===== config.mk =====
export PLATFORM = sky130hd
export DESIGN_NAME = ldpc_parity_sequencer_flat
export DESIGN_NICKNAME = d
export VERILOG_FILES = /design/src/rtl/ldpc_parity_sequencer_if.sv /design/src/rtl/ldpc_parity_sequencer.sv /design/src/flat_wrapper.sv
export SDC_FILE = /design/constraint.sdc
export NUM_CORES = 1
export LEC_CHECK = 0
export CORE_MARGIN = 2
export CORE_UTILIZATION = 42
export CTS_CLUSTER_DIAMETER = 50
export CTS_CLUSTER_SIZE = 25
export DETAILED_ROUTE_END_ITERATION = 7
export GPL_TIMING_DRIVEN = 0
export PLACE_DENSITY = 0.79
export SYNTH_ARGS = -nofsm -noshare
export SYNTH_HDL_FRONTEND = slang
export SYNTH_SLANG_ARGS = --single-unit

===== constraint.sdc =====
create_clock -name clk -period 1.9 [get_ports clk]
set_input_delay 0.38 -clock clk [delete_from_list [all_inputs] [get_ports clk]]
set_output_delay 0.38 -clock clk [all_outputs]
set_load 0.05 [all_outputs]

===== src/rtl/ldpc_parity_sequencer_if.sv =====
// Valid/ready stream carrying one W-bit word per beat; used for both the
// sub-block input and the parity output of the parity sequencer.
interface ldpc_parity_sequencer_if #(
    parameter int W = 5
);
    logic         valid;
    logic         ready;
    logic [W-1:0] data;

    modport master (output valid, output data, input ready);
    modport slave  (input valid, input data, output ready);
endinterface


===== src/rtl/ldpc_parity_sequencer.sv =====
// Sequencer for the QC-LDPC parity-shift accumulator: clear, CYCLE beats, capture, output.
// Define PARITY_SEQ_LASTCHK_EN to enable the in_last length check on err_len.
//
//  state   | meaning
//  --------+----------------------------------------------------------
//  CLEAR   | one cycle, accumulator held in clear, beat counter zeroed
//  ACCUM   | accepting sub-blocks, each accepted beat clocks the accumulator
//  CAPTURE | accumulator parity is final, latch it into out_parity
//  OUTPUT  | parity word offered downstream until handshake
module ldpc_parity_sequencer #(
    parameter int Z     = 5,
    parameter int CYCLE = 3,
    parameter int CNTW  = 8
) (
    input  logic                  clk,
    input  logic                  rst,
    ldpc_parity_sequencer_if.slave  in_s,
    ldpc_parity_sequencer_if.master out_s,
    input  logic                  in_last,
    output logic                  acc_rst,
    output logic                  acc_ce,
    output logic [Z-1:0]          acc_u,
    input  logic [Z-1:0]          acc_parity,
    output logic [CNTW-1:0]       cw_cnt,
    output logic                  err_len
);

    localparam int BLKW = (CYCLE > 1) ? $clog2(CYCLE) : 1;
    localparam logic [BLKW-1:0] LAST_BLK = BLKW'(CYCLE - 1);

`ifdef PARITY_SEQ_LASTCHK_EN
    localparam bit LASTCHK = 1'b1;
`else
    localparam bit LASTCHK = 1'b0;
`endif

    typedef enum logic [1:0] {
        S_CLEAR   = 2'd0,
        S_ACCUM   = 2'd1,
        S_CAPTURE = 2'd2,
        S_OUTPUT  = 2'd3
    } state_t;

    state_t          state_q, state_d;
    logic [BLKW-1:0] blk_q, blk_d;
    logic            out_valid_q, out_valid_d;
    logic [Z-1:0]    out_parity_q, out_parity_d;
    logic [CNTW-1:0] cw_cnt_q, cw_cnt_d;
    logic            err_len_q, err_len_d;
    logic            in_ready;
    logic            last_beat;

    assign last_beat = (blk_q == LAST_BLK);

    always_comb begin
        state_d      = state_q;
        blk_d        = blk_q;
        out_valid_d  = out_valid_q;
        out_parity_d = out_parity_q;
        cw_cnt_d     = cw_cnt_q;
        err_len_d    = 1'b0;
        in_ready     = 1'b0;
        acc_ce       = 1'b0;
        acc_u        = '0;

        case (state_q)
            S_CLEAR: begin
                blk_d   = '0;
                state_d = S_ACCUM;
            end
            S_ACCUM: begin
                in_ready = 1'b1;
                if (in_s.valid) begin
                    acc_ce = 1'b1;
                    acc_u  = in_s.data;
                    // in_last is only reported on; the beat count alone ends the codeword
                    err_len_d = LASTCHK & (in_last != last_beat);
                    if (last_beat) begin
                        state_d = S_CAPTURE;
                    end else begin
                        blk_d = blk_q + 1'b1;
                    end
                end
            end
            S_CAPTURE: begin
                out_parity_d = acc_parity;
                out_valid_d  = 1'b1;
                state_d      = S_OUTPUT;
            end
            S_OUTPUT: begin
                if (out_s.ready) begin
                    out_valid_d = 1'b0;
                    cw_cnt_d    = cw_cnt_q + 1'b1;
                    state_d     = S_CLEAR;
                end
            end
            default: state_d = S_CLEAR;
        endcase
    end

    always_ff @(posedge clk or posedge rst) begin
        if (rst) begin
            state_q      <= S_CLEAR;
            blk_q        <= '0;
            out_valid_q  <= 1'b0;
            out_parity_q <= '0;
            cw_cnt_q     <= '0;
            err_len_q    <= 1'b0;
        end else begin
            state_q      <= state_d;
            blk_q        <= blk_d;
            out_valid_q  <= out_valid_d;
            out_parity_q <= out_parity_d;
            cw_cnt_q     <= cw_cnt_d;
            err_len_q    <= err_len_d;
        end
    end

    // Accumulator is cleared while in reset as well as during CLEAR.
    assign acc_rst    = rst | (state_q == S_CLEAR);
    assign in_s.ready = in_ready;
    assign out_s.valid = out_valid_q;
    assign out_s.data  = out_parity_q;
    assign cw_cnt      = cw_cnt_q;
    assign err_len     = err_len_q;

endmodule


===== src/flat_wrapper.sv =====
// flat-port wrapper written by rule: the top's interface ports become plain ports
module ldpc_parity_sequencer_flat 
#(
    parameter int Z     = 5,
    parameter int CYCLE = 3,
    parameter int CNTW  = 8
)
  (clk, rst, in_last, acc_rst, acc_ce, acc_u, acc_parity, cw_cnt, err_len, in_s_valid, in_s_data, in_s_ready, out_s_valid, out_s_data, out_s_ready);
  ldpc_parity_sequencer_if #(.W(Z)) in_s_i ();
  ldpc_parity_sequencer_if #(.W(Z)) out_s_i ();
  input  logic clk;
  input  logic rst;
  input  logic in_last;
  output logic acc_rst;
  output logic acc_ce;
  output logic [Z-1:0] acc_u;
  input  logic [Z-1:0] acc_parity;
  output logic [CNTW-1:0] cw_cnt;
  output logic err_len;
  input wire logic [$bits(in_s_i.valid)-1:0] in_s_valid;
  input wire logic [$bits(in_s_i.data)-1:0] in_s_data;
  output wire logic [$bits(in_s_i.ready)-1:0] in_s_ready;
  output wire logic [$bits(out_s_i.valid)-1:0] out_s_valid;
  output wire logic [$bits(out_s_i.data)-1:0] out_s_data;
  input wire logic [$bits(out_s_i.ready)-1:0] out_s_ready;
  assign in_s_i.valid = in_s_valid;
  assign in_s_i.data = in_s_data;
  assign in_s_ready = in_s_i.ready;
  assign out_s_valid = out_s_i.valid;
  assign out_s_data = out_s_i.data;
  assign out_s_i.ready = out_s_ready;
  ldpc_parity_sequencer #(.Z(Z), .CYCLE(CYCLE), .CNTW(CNTW)) u_core (.clk(clk), .rst(rst), .in_s(in_s_i), .out_s(out_s_i), .in_last(in_last), .acc_rst(acc_rst), .acc_ce(acc_ce), .acc_u(acc_u), .acc_parity(acc_parity), .cw_cnt(cw_cnt), .err_len(err_len));
endmodule

* After elaboration in Yosys (flattened, before gate mapping)
Cells that the tools add are included.
Storage, ports and cells: flip-flop bits (word level) 18, input port bits 15, output and inout port bits 23, word-level logic and storage cells 37
Operators by class: add/subtract/negate cells 2, eq/ne operators 8, multiplexer cells 14, bitwise operators 1, reduce and logical (&&, ||, !) cells 7
Operator list (count):
- 2-bit 2-to-1 mux | 5
- 5-bit 2-to-1 mux | 2
- 8-bit by 1-bit adder with 8-bit output, second input constant | 1
- 2-bit one-hot mux with 4 select lines | 1
- 2-bit equality test, second input constant | 3
- 2-bit inequality test, second input constant | 3
- 3-bit AND reduction | 2
- 1-bit 2-to-1 mux | 4
- 2-bit one-hot mux with 2 select lines | 1
- 2-bit AND reduction | 2
- 2-bit nonzero test | 2
- 2-bit by 1-bit adder with 2-bit output, second input constant | 1
- 2-bit by 1-bit equality test with 1-bit output, second input constant | 1
- 2-bit logical NOT | 1
- 2-bit by 1-bit inequality test with 1-bit output, second input constant | 1
- 1-bit one-hot mux with 2 select lines | 1
- 1-bit OR | 1

* Logic depth before layout (Yosys ltp)
Gate-level depths: netlist (run 1).
depth after elaboration 4, depth in mapped cells 5, gate-level depth less buffers 5

* Least setup slack after synthesis (run 1)
No wires, ideal clock.
kind reg2out, start point reg u_core.state_q[1], end point out acc_u[1], data arrival time 1.661 ns, data required time 1.520 ns, path slack -0.141 ns, cell stages (with the launch flop) 4, buffers on the path 0, cell sequence dfrtp_1 > inv_1 > ha_1 > and3_1
On the way: word-level cells in the longest chain between the ends 2
RTL lines:
- start, declared | line ldpc_parity_sequencer.sv:44 | state_t state_q, state_d;
- start signal, assigned | line ldpc_parity_sequencer.sv:110 | state_q <= state_d;
- 2-bit by 1-bit equality test with 1-bit output | line ldpc_parity_sequencer.sv:66 | case (state_q)
- 5-bit 2-to-1 mux | line ldpc_parity_sequencer.sv:66
- end, declared | line flat_wrapper.sv:16 | output logic [Z-1:0] acc_u;
No other way between the ends.

* Worst setup path in the final report (run 1)
start point reg u_core.out_parity_q[1] (netlist: u_core.out_s.data[1]), end point out out_s_data[1]
RTL lines:
- start, declared | line ldpc_parity_sequencer.sv:47 | logic [Z-1:0] out_parity_q, out_parity_d;
- start signal, assigned | line ldpc_parity_sequencer.sv:113 | out_parity_q <= out_parity_d;
- end, declared | line flat_wrapper.sv:24 | output wire logic [$bits(out_s_i.data)-1:0] out_s_data;
No word-level cell between the ends.

==> results of run 1 <==
-- per-stage QoR --
stage,setup WS (ns),total power [uW],std cells
after floorplan,0.0795,1640,82
after global placement,-0.378,2030,144
after detailed placement,-0.402,2080,144
after CTS,-0.0212,2290,149
after global routing,0.00921,2460,151
final,0.0597,2310,151
-- layer usage --
| metal | share of wire | up-vias |
|---|---|---|
| li1 | - | 357 |
| met1 | 0.41 | 333 |
| met2 | 0.52 | 17 |
| met3 | 0.061 | 2 |
| met4 | 0.010 | 0 |
| met5 | 0 | - |
-- power groups by stage --
stage | Combinational, uW | Clock, uW | Sequential [uW]
detailed placement | 1420 | 0 | 667
global route | 1530 | 250 | 678
global placement | 1380 | 0 | 655
CTS | 1390 | 238 | 658
floorplan | 618 | 0 | 1020
finish | 1430 | 229 | 654
-- cell type report --
type	count	area, sq um
Inverter	7	26.3
Multi-Input combinational cell	55	449
Buffer	2	11.3
Fill cell	174	664
Timing Repair Buffer	38	349
Sequential cell	18	452
Tap cell	27	33.8
Clock buffer	4	36.3
-- flip-flops by register name, summed over array words and instances, names as in the netlist --
| register | cells |
|---|---|
| u_core.cw_cnt | 8 |
| u_core.out_s.valid | 1 |
| u_core.out_s.data | 5 |
| u_core.blk_q | 2 |
| u_core.state_q | 2 |
-- cells in the mapped netlist, types with 2 or more instances --
cell	number	area [sq um]
a22o_1	2	17.5
xor2_1	2	17.5
nor2_1	2	7.51
nand2_1	8	30.0
dfrtp_1	18	450
inv_1	6	22.5
o21ai_0	2	10.0
or2_2	2	12.5
and3_1	6	37.5
ha_1	8	100
xnor2_1	5	43.8
mux2_2	6	67.6
-- logic make-up after synthesis --
logic type,Yosys count,synth area share
AOI/OAI and AO/OA,7,0.0623
xor gates and xnor gates,7,0.0663
adders and majority gates,8,0.108
buffers and inverters,9,0.0406
DFF,18,0.487
muxes,8,0.0961
other,1,0.00406
and+or+nand+nor,24,0.135
-- what timing repair did --
action	CTS	global route
setup endpoints to repair	14	10
resized for setup	52	7
buffers inserted	1	2
-- final timing paths --
check	end	slack, ns	cells past startpoint
max	out_s_data[1]	0.06	1
min	u_core.cw_cnt[7]	0.48	1
max reg2reg	u_core.state_q[1]	0.23	5
min reg2reg	u_core.cw_cnt[7]	0.48	1
max in group asynchronous	u_core.state_q[0]	0.94	2
min in group asynchronous	u_core.out_s.data[1]	0.50	2
-- cells in the final DEF (no fill, tap or decap), types with 2 or more instances in the layout --
master,instances
a22o_1,2
and3_1,6
buf_2,2
buf_4,9
clkbuf_4,3
clkdlybuf4s50_1,19
dfrtp_1,17
dlygate4sd2_1,6
dlymetal6s2s_1,2
ha_1,7
inv_1,4
inv_2,3
mux2_2,6
nand2_1,8
nor2_1,2
o21ai_0,2
or2_2,2
xnor2_1,5
xor2_1,2
==> flow_metrics.py, run 1 <==
metrics = {
    "global_routing": {
        "overflow": 0,
        "grtUsageMet1": 0.175,
        "track_usage": 0.164,
        "first_global_vias": 723,
        "grt_pass1_wl_um": 3150,
        "busiest_layer": "met2",
        "use_met3": 0.0614,
        "grt_max_degree": 19,
        "antenna_found_initial": 0,
        "use_met2": 0.297,
    },
    "clock_network": {
        "clock_sinks": 18,
        "clkTransAtPathRegs_ns": 0.10,
        "worstSkewPairLatency_ns": 0.29,
        "htree_levels": 1,
        "clk_path_buf_depth": 2,
        "clk_root_buffer_cell": "clkbuf_4",
        "postCtsHoldBufs": 0,
        "cts_buffers": 3,
        "cts_tree": "done",
    },
    "critical_path": {
        "crit_buf_inv": 1,
        "worstPathArrival_ns": 1.46,
        "crit_start": "u_core.out_s.data[1]",
        "critPathKind": "flip-flop to primary output",
        "path_cells": "clkdlybuf4s50_1",
        "crit_path_max_fanout": 2,
        "crit_required_ns": 1.52,
        "max_stage_delay_ns": 0.81,
        "worst_setup_path_start_kind": "flip-flop",
        "rr_startpoint": "u_core.state_q[0]",
        "end_kind": "primary output",
        "critPathSlowestCell": "clkdlybuf4s50_1",
        "cpLargestDelayFamily": "buffers and inverters",
    },
    "floorplan": {
        "start_util": 0.457,
        "dieArea_sq_um": 2590,
        "fp-row-count": 16,
        "fp.dieW_um": 50.9,
        "core_sq_um": 2020,
        "die_height_um": 50.9,
        "boundaryPins": 38,
    },
    "sta": {
        "worst_slew_pin_slew_ns": 0.670,
        "post-route-period-util": 0.969,
        "fin_skew_ns": 0.00505,
        "period_needed_ns": 1.84,
        "rsz0062_at_grt": "no",
        "setup-violations-final": 0,
        "relSlewSlack": 0.553,
        "whs_ns": 0.482,
        "fmax_mhz": 543,
        "drv_slew": 0,
        "finalSetupTns_ns": 0,
        "hold_violations": 0,
    },
    "synthesis": {
        "synth_seq_cells": 18,
        "synth_fp_nets": 105,
        "syn_inst": 82,
        "netlist_area_sq_um": 925,
        "syn_avg_cell_area_sq_um": 11.3,
        "ys.warnings.count": 0,
        "synth_edf_count": 0,
        "synth_ff_type": "dfrtp_1",
        "yosysUniqueCellTypes": 27,
        "async_reset_ff_frac": 1.00,
        "ys_seq_area_frac": 0.487,
    },
    "cells_and_area": {
        "diodes": 0,
        "area_growth_pct": 46.8,
        "finish.utilization": 0.671,
        "nets": 148,
        "final_area_sq_um": 1360,
        "drive_above_1_share": 0.242,
    },
    "power_and_ir_drop": {
        "pwr-share-comb": 0.618,
        "ir_drop_mv": 1.04,
        "clkPwrFrac": 0.099,
        "p_int_uw": 1200,
        "seqPwrFrac": 0.283,
        "swShare": 0.480,
        "p_leak_uw": 0.000694,
        "switchingPower_uw": 1110,
        "power_density_nw_per_um2": 1710,
    },
    "status": {
        "status": "finished, final reports clean",
    },
    "placement": {
        "gp_congestion": 0.802,
        "port-buffer-count": 35,
        "dp_hpwl_um": 1430,
        "placed_area_sq_um": 1310,
    },
    "route": {
        "wire_per_inst_um": 12.1,
        "drc": 0,
        "ant_nets": 0,
        "drt_pre_antenna_iters": 4,
        "post_drt_via_cell_ratio": 4.70,
        "finalWirelength_um": 1820,
        "drt_iter0_markers": 4,
        "vias": 709,
    },
    "hold_path": {
        "hp-class": "flip-flop to flip-flop",
        "hp-start": "u_core.cw_cnt[7]",
    },
    "run": {
        "drv_cap": 0,
    },
}
No activity file was read; power rests on OpenSTA's default activity.
==> run 2, diff against run 1 <==
--- a/config.mk
+++ b/config.mk
@@ -6,12 +6,11 @@
 export NUM_CORES = 1
 export LEC_CHECK = 0
 export CORE_MARGIN = 2
-export CORE_UTILIZATION = 42
+export CORE_UTILIZATION = 30
 export CTS_CLUSTER_DIAMETER = 50
 export CTS_CLUSTER_SIZE = 25
 export DETAILED_ROUTE_END_ITERATION = 7
 export GPL_TIMING_DRIVEN = 0
-export PLACE_DENSITY = 0.79
 export SYNTH_ARGS = -nofsm -noshare
 export SYNTH_HDL_FRONTEND = slang
 export SYNTH_SLANG_ARGS = --single-unit
==> flow_metrics.py, run 2 (same netlist as run 1, synthesis figures left out) <==
metrics = {
    "sta": {
        "hold_violations": 0,
        "fmax_mhz": 544,
        "drv_slew": 0,
        "period_needed_ns": 1.84,
        "setup-violations-final": 0,
        "rsz0062_at_grt": "no",
        "post-route-period-util": 0.968,
        "fin_skew_ns": 0.00568,
        "worst_slew_pin_slew_ns": 0.683,
        "worst_slack_ns": 0.0603,
        "relSlewSlack": 0.544,
        "whs_ns": 0.474,
    },
    "critical_path": {
        "cpLargestDelayFamily": "buffers and inverters",
        "worstPathArrival_ns": 1.46,
        "max_stage_delay_ns": 0.80,
        "critPathKind": "flip-flop to primary output",
        "critPathSlowestCell": "clkdlybuf4s50_1",
        "worst_setup_path_start_kind": "flip-flop",
        "crit_start": "u_core.cw_cnt[7]",
        "end_kind": "primary output",
        "crit_path_max_fanout": 2,
        "crit_buf_inv": 1,
        "rr_startpoint": "u_core.state_q[0]",
        "path_cells": "clkdlybuf4s50_1",
        "crit_required_ns": 1.52,
    },
    "power_and_ir_drop": {
        "ir_drop_mv": 0.668,
        "p_leak_uw": 0.000666,
        "power_uw": 2220,
        "power_density_nw_per_um2": 1660,
    },
    "status": {
        "status": "finished, final reports clean",
    },
    "cells_and_area": {
        "area_growth_pct": 44.5,
        "final_area_sq_um": 1340,
        "diodes": 0,
        "final_common_cell": "clkdlybuf4s50_1",
        "largest_reg_flops": 8,
        "layout_common_cells": "clkdlybuf4s50_1 (20), dfrtp_1 (17), nand2_1 (8)",
        "nets": 146,
        "stdcell_count": 154,
        "drive_above_1_share": 0.231,
    },
    "clock_network": {
        "htree_levels": 1,
        "clk_path_buf_depth": 2,
        "cts_tree": "done",
        "clkTransAtPathRegs_ns": 0.09,
        "clk_root_buffer_cell": "clkbuf_4",
        "worstSkewPairLatency_ns": 0.28,
        "cts_buffers": 3,
        "clock_sinks": 18,
        "postCtsHoldBufs": 0,
    },
    "global_routing": {
        "track_usage": 0.109,
        "grt_max_degree": 19,
        "grt_pass1_wl_um": 2870,
        "first_global_vias": 679,
        "overflow": 0,
        "antenna_found_initial": 0,
    },
    "route": {
        "post_drt_via_cell_ratio": 4.77,
        "vias": 735,
        "drt_iter0_markers": 6,
        "ant_nets": 0,
        "wire_per_inst_um": 11.7,
        "drt_pre_antenna_iters": 3,
        "drc": 0,
        "finalWirelength_um": 1800,
    },
    "placement": {
        "gp_congestion": 0.663,
        "dp_hpwl_um": 1450,
        "post-place-ws_ns": -0.410,
        "port-buffer-count": 35,
        "placed_area_sq_um": 1320,
        "dp_cells": 150,
    },
    "floorplan": {
        "fp.dieW_um": 59.5,
        "start_util": 0.308,
        "boundaryPins": 38,
        "dieArea_sq_um": 3540,
        "fp-row-count": 20,
        "core_sq_um": 3000,
        "die_height_um": 59.5,
    },
    "hold_path": {
        "hp-start": "u_core.cw_cnt[7]",
        "hp-class": "flip-flop to flip-flop",
    },
    "run": {
        "drv_cap": 0,
    },
}
==> run 2: metal layers <==
metal  wire length [um]  GRT usage
met3                 95     0.0459
met4                  0     0.0190
met2                931      0.193
met5                  0          0
met1                775      0.125
==> run 2: final timing paths <==
kind | to | slack (ns) | depth (start not counted)
worst max-delay path | cw_cnt[7] | 0.06 | 1
worst min-delay path | u_core.cw_cnt[7] | 0.47 | 1
worst max register to register | u_core.state_q[1] | 0.22 | 5
worst min register to register | u_core.cw_cnt[7] | 0.47 | 1
max in group asynchronous | u_core.state_q[0] | 0.91 | 2
min in group asynchronous | u_core.cw_cnt[0] | 0.51 | 2
==> run 2: repair_timing <==
| item | CTS | global route |
|---|---|---|
| resized for setup | 51 | 8 |
| setup buffers | 1 | 0 |
| setup endpoints to repair | 14 | 8 |
| endpoints found under the hold margin | 0 | 0 |
==> run 2: layout make-up <==
| class | instances | area (sq um) |
|---|---|---|
| Fill cell | 300 | 1670 |
| Sequential cell | 18 | 452 |
| Multi-Input combinational cell | 55 | 452 |
| Timing Repair Buffer | 36 | 332 |
| Tap cell | 33 | 41.3 |
| Inverter | 7 | 26.3 |
| Clock buffer | 3 | 22.5 |
| Buffer | 2 | 11.3 |
==> run 2: report_power, final <==
part	total, uW	switching, uW	internal, uW
logic	1380	858	524
clock network	179	105	73.6
registers	663	126	537
==> run 2: metrics by stage <==
stage	util	setup TNS, ns
floorplan	-	0
global placement	0.439	-2.58
detailed placement	0.439	-2.76
CTS	0.440	0
global route	0.445	0
finish	0.445	0
==> run 3, diff against run 2 <==
--- a/config.mk
+++ b/config.mk
@@ -5,12 +5,15 @@
 export SDC_FILE = /design/constraint.sdc
 export NUM_CORES = 1
 export LEC_CHECK = 0
+export CELL_PAD_IN_SITES_DETAIL_PLACEMENT = 1
+export CELL_PAD_IN_SITES_GLOBAL_PLACEMENT = 2
 export CORE_MARGIN = 2
-export CORE_UTILIZATION = 30
+export CORE_UTILIZATION = 25
 export CTS_CLUSTER_DIAMETER = 50
-export CTS_CLUSTER_SIZE = 25
+export CTS_CLUSTER_SIZE = 40
 export DETAILED_ROUTE_END_ITERATION = 7
 export GPL_TIMING_DRIVEN = 0
+export PLACE_DENSITY_LB_ADDON = 0.1
 export SYNTH_ARGS = -nofsm -noshare
 export SYNTH_HDL_FRONTEND = slang
 export SYNTH_SLANG_ARGS = --single-unit
==> flow_metrics.py, run 3 (same netlist as run 1, synthesis figures left out) <==
metrics = {
    "status": {
        "status": "finished, final reports clean",
    },
    "cells_and_area": {
        "drive_above_1_share": 0.205,
        "stdcell_count": 170,
        "final_area_sq_um": 1380,
        "area_growth_pct": 49.5,
        "diodes": 0,
        "largest_reg_flops": 8,
        "fill_cells": 416,
        "layout_common_cells": "clkdlybuf4s50_1 (23), dfrtp_1 (18), nand2_1 (8)",
        "nets": 146,
        "final_common_cell": "clkdlybuf4s50_1",
    },
    "placement": {
        "gp_congestion": 0.721,
        "dp_cells": 165,
        "dp_hpwl_um": 1520,
        "post-place-ws_ns": -0.409,
        "placed_area_sq_um": 1340,
        "port-buffer-count": 35,
    },
    "route": {
        "drt_iter0_markers": 11,
        "ant_nets": 0,
        "vias": 718,
        "finalWirelength_um": 1960,
        "wire_per_inst_um": 11.5,
        "post_drt_via_cell_ratio": 4.22,
        "drt_pre_antenna_iters": 2,
        "drc": 0,
    },
    "critical_path": {
        "max_stage_delay_ns": 0.82,
        "worst_setup_path_start_kind": "flip-flop",
        "critPathSlowestCell": "clkdlybuf4s50_1",
        "path_cells": "clkdlybuf4s50_1",
        "critPathKind": "flip-flop to primary output",
        "end_kind": "primary output",
        "cpLargestDelayFamily": "buffers and inverters",
        "crit_buf_inv": 1,
        "worstPathArrival_ns": 1.47,
        "crit_required_ns": 1.52,
        "crit_path_max_fanout": 4,
    },
    "power_and_ir_drop": {
        "power_density_nw_per_um2": 1700,
        "p_leak_uw": 0.000703,
        "ir_drop_mv": 0.826,
    },
    "hold_path": {
        "hp-class": "flip-flop to flip-flop",
    },
    "run": {
        "drv_cap": 0,
    },
    "sta": {
        "period_needed_ns": 1.85,
        "whs_ns": 0.469,
        "rsz0062_at_grt": "yes",
        "fin_skew_ns": 0.00104,
        "worst_slew_pin_slew_ns": 0.692,
        "drv_slew": 0,
        "hold_violations": 0,
        "worst_slack_ns": 0.0492,
        "post-route-period-util": 0.974,
        "relSlewSlack": 0.538,
        "fmax_mhz": 540,
        "finalSetupTns_ns": 0,
        "setup-violations-final": 0,
    },
    "global_routing": {
        "first_global_vias": 756,
        "antenna_found_initial": 0,
        "grt_max_degree": 19,
        "overflow": 0,
        "track_usage": 0.104,
        "grt_pass1_wl_um": 3370,
    },
    "floorplan": {
        "core_sq_um": 3610,
        "start_util": 0.256,
        "die_height_um": 64.8,
        "dieArea_sq_um": 4200,
        "fp-row-count": 22,
        "boundaryPins": 38,
        "fp.dieW_um": 64.8,
    },
    "clock_network": {
        "htree_levels": 1,
        "cts_tree": "done",
        "cts_buffers": 3,
        "worstSkewPairLatency_ns": 0.25,
        "clkTransAtPathRegs_ns": 0.07,
        "clock_sinks": 18,
        "clk_path_buf_depth": 2,
        "clk_root_buffer_cell": "clkbuf_8",
    },
}
run 3: cell types whose count changed in the layout (fill, tap and decap cells not counted):
cell             delta
ha_4                -1
buf_6               -1
ha_1                +1
clkbuf_4            -3
clkbuf_8            +4
clkdlybuf4s50_1     +3
inv_2               -2
dlymetal6s2s_1      +3
buf_2               +1
inv_1               +2
dfrtp_2             -1
dlygate4sd2_1       -6
dfrtp_1             +1
run 3: final timing paths:
| kind | slack [ns] | endpoint | from | depth (start not counted) |
|---|---|---|---|---|
| setup / recovery | 0.05 | cw_cnt[3] | u_core.cw_cnt[3] | 1 |
| hold / removal | 0.47 | u_core.cw_cnt[7] | u_core.cw_cnt[7] | 1 |
| setup reg to reg | 0.28 | u_core.state_q[1] | u_core.state_q[0] | 5 |
| hold reg to reg | 0.47 | u_core.cw_cnt[7] | u_core.cw_cnt[7] | 1 |
| max in group asynchronous | 0.90 | u_core.blk_q[0] | rst | 2 |
| min in group asynchronous | 0.56 | u_core.out_s.data[4] | rst | 2 |
run 3: layout make-up:
type	instances	area, sq um	share of cell area
tap	48	60.1	0.0434
inverter	7	26.3	0.0190
timing repair buffer	36	340	0.246
sequential	18	450	0.326
buffer	2	11.3	0.00814
multi-input combinational	55	439	0.318
clock buffer	4	55.1	0.0398
run 3: repair_timing:
item	in CTS	in global routing
resized for setup	41	8
hold buffers	0	0
buffers inserted	0	1
setup endpoints to repair	8	12
run 3: per-stage QoR:
step	power [uW]	utilization
final	2350	0.383
after global routing	2530	0.383
after CTS	2390	0.382
after detailed placement	2080	0.371
after global placement	2060	0.371
after floorplan	1640	-
run 3: where the power goes:
part	leakage, uW	internal, uW	total (uW)	switching (uW)
sequential	0.000224	536	645	109
clock	0.0000288	184	308	124
combinational	0.000450	534	1390	859
total	0.000703	1250	2350	1090
run 3: layer usage:
layer  track usage  share of wire
met5             0              0
met4        0.0239         0.0092
met3        0.0451          0.072
met2         0.177           0.50
met1         0.121           0.42
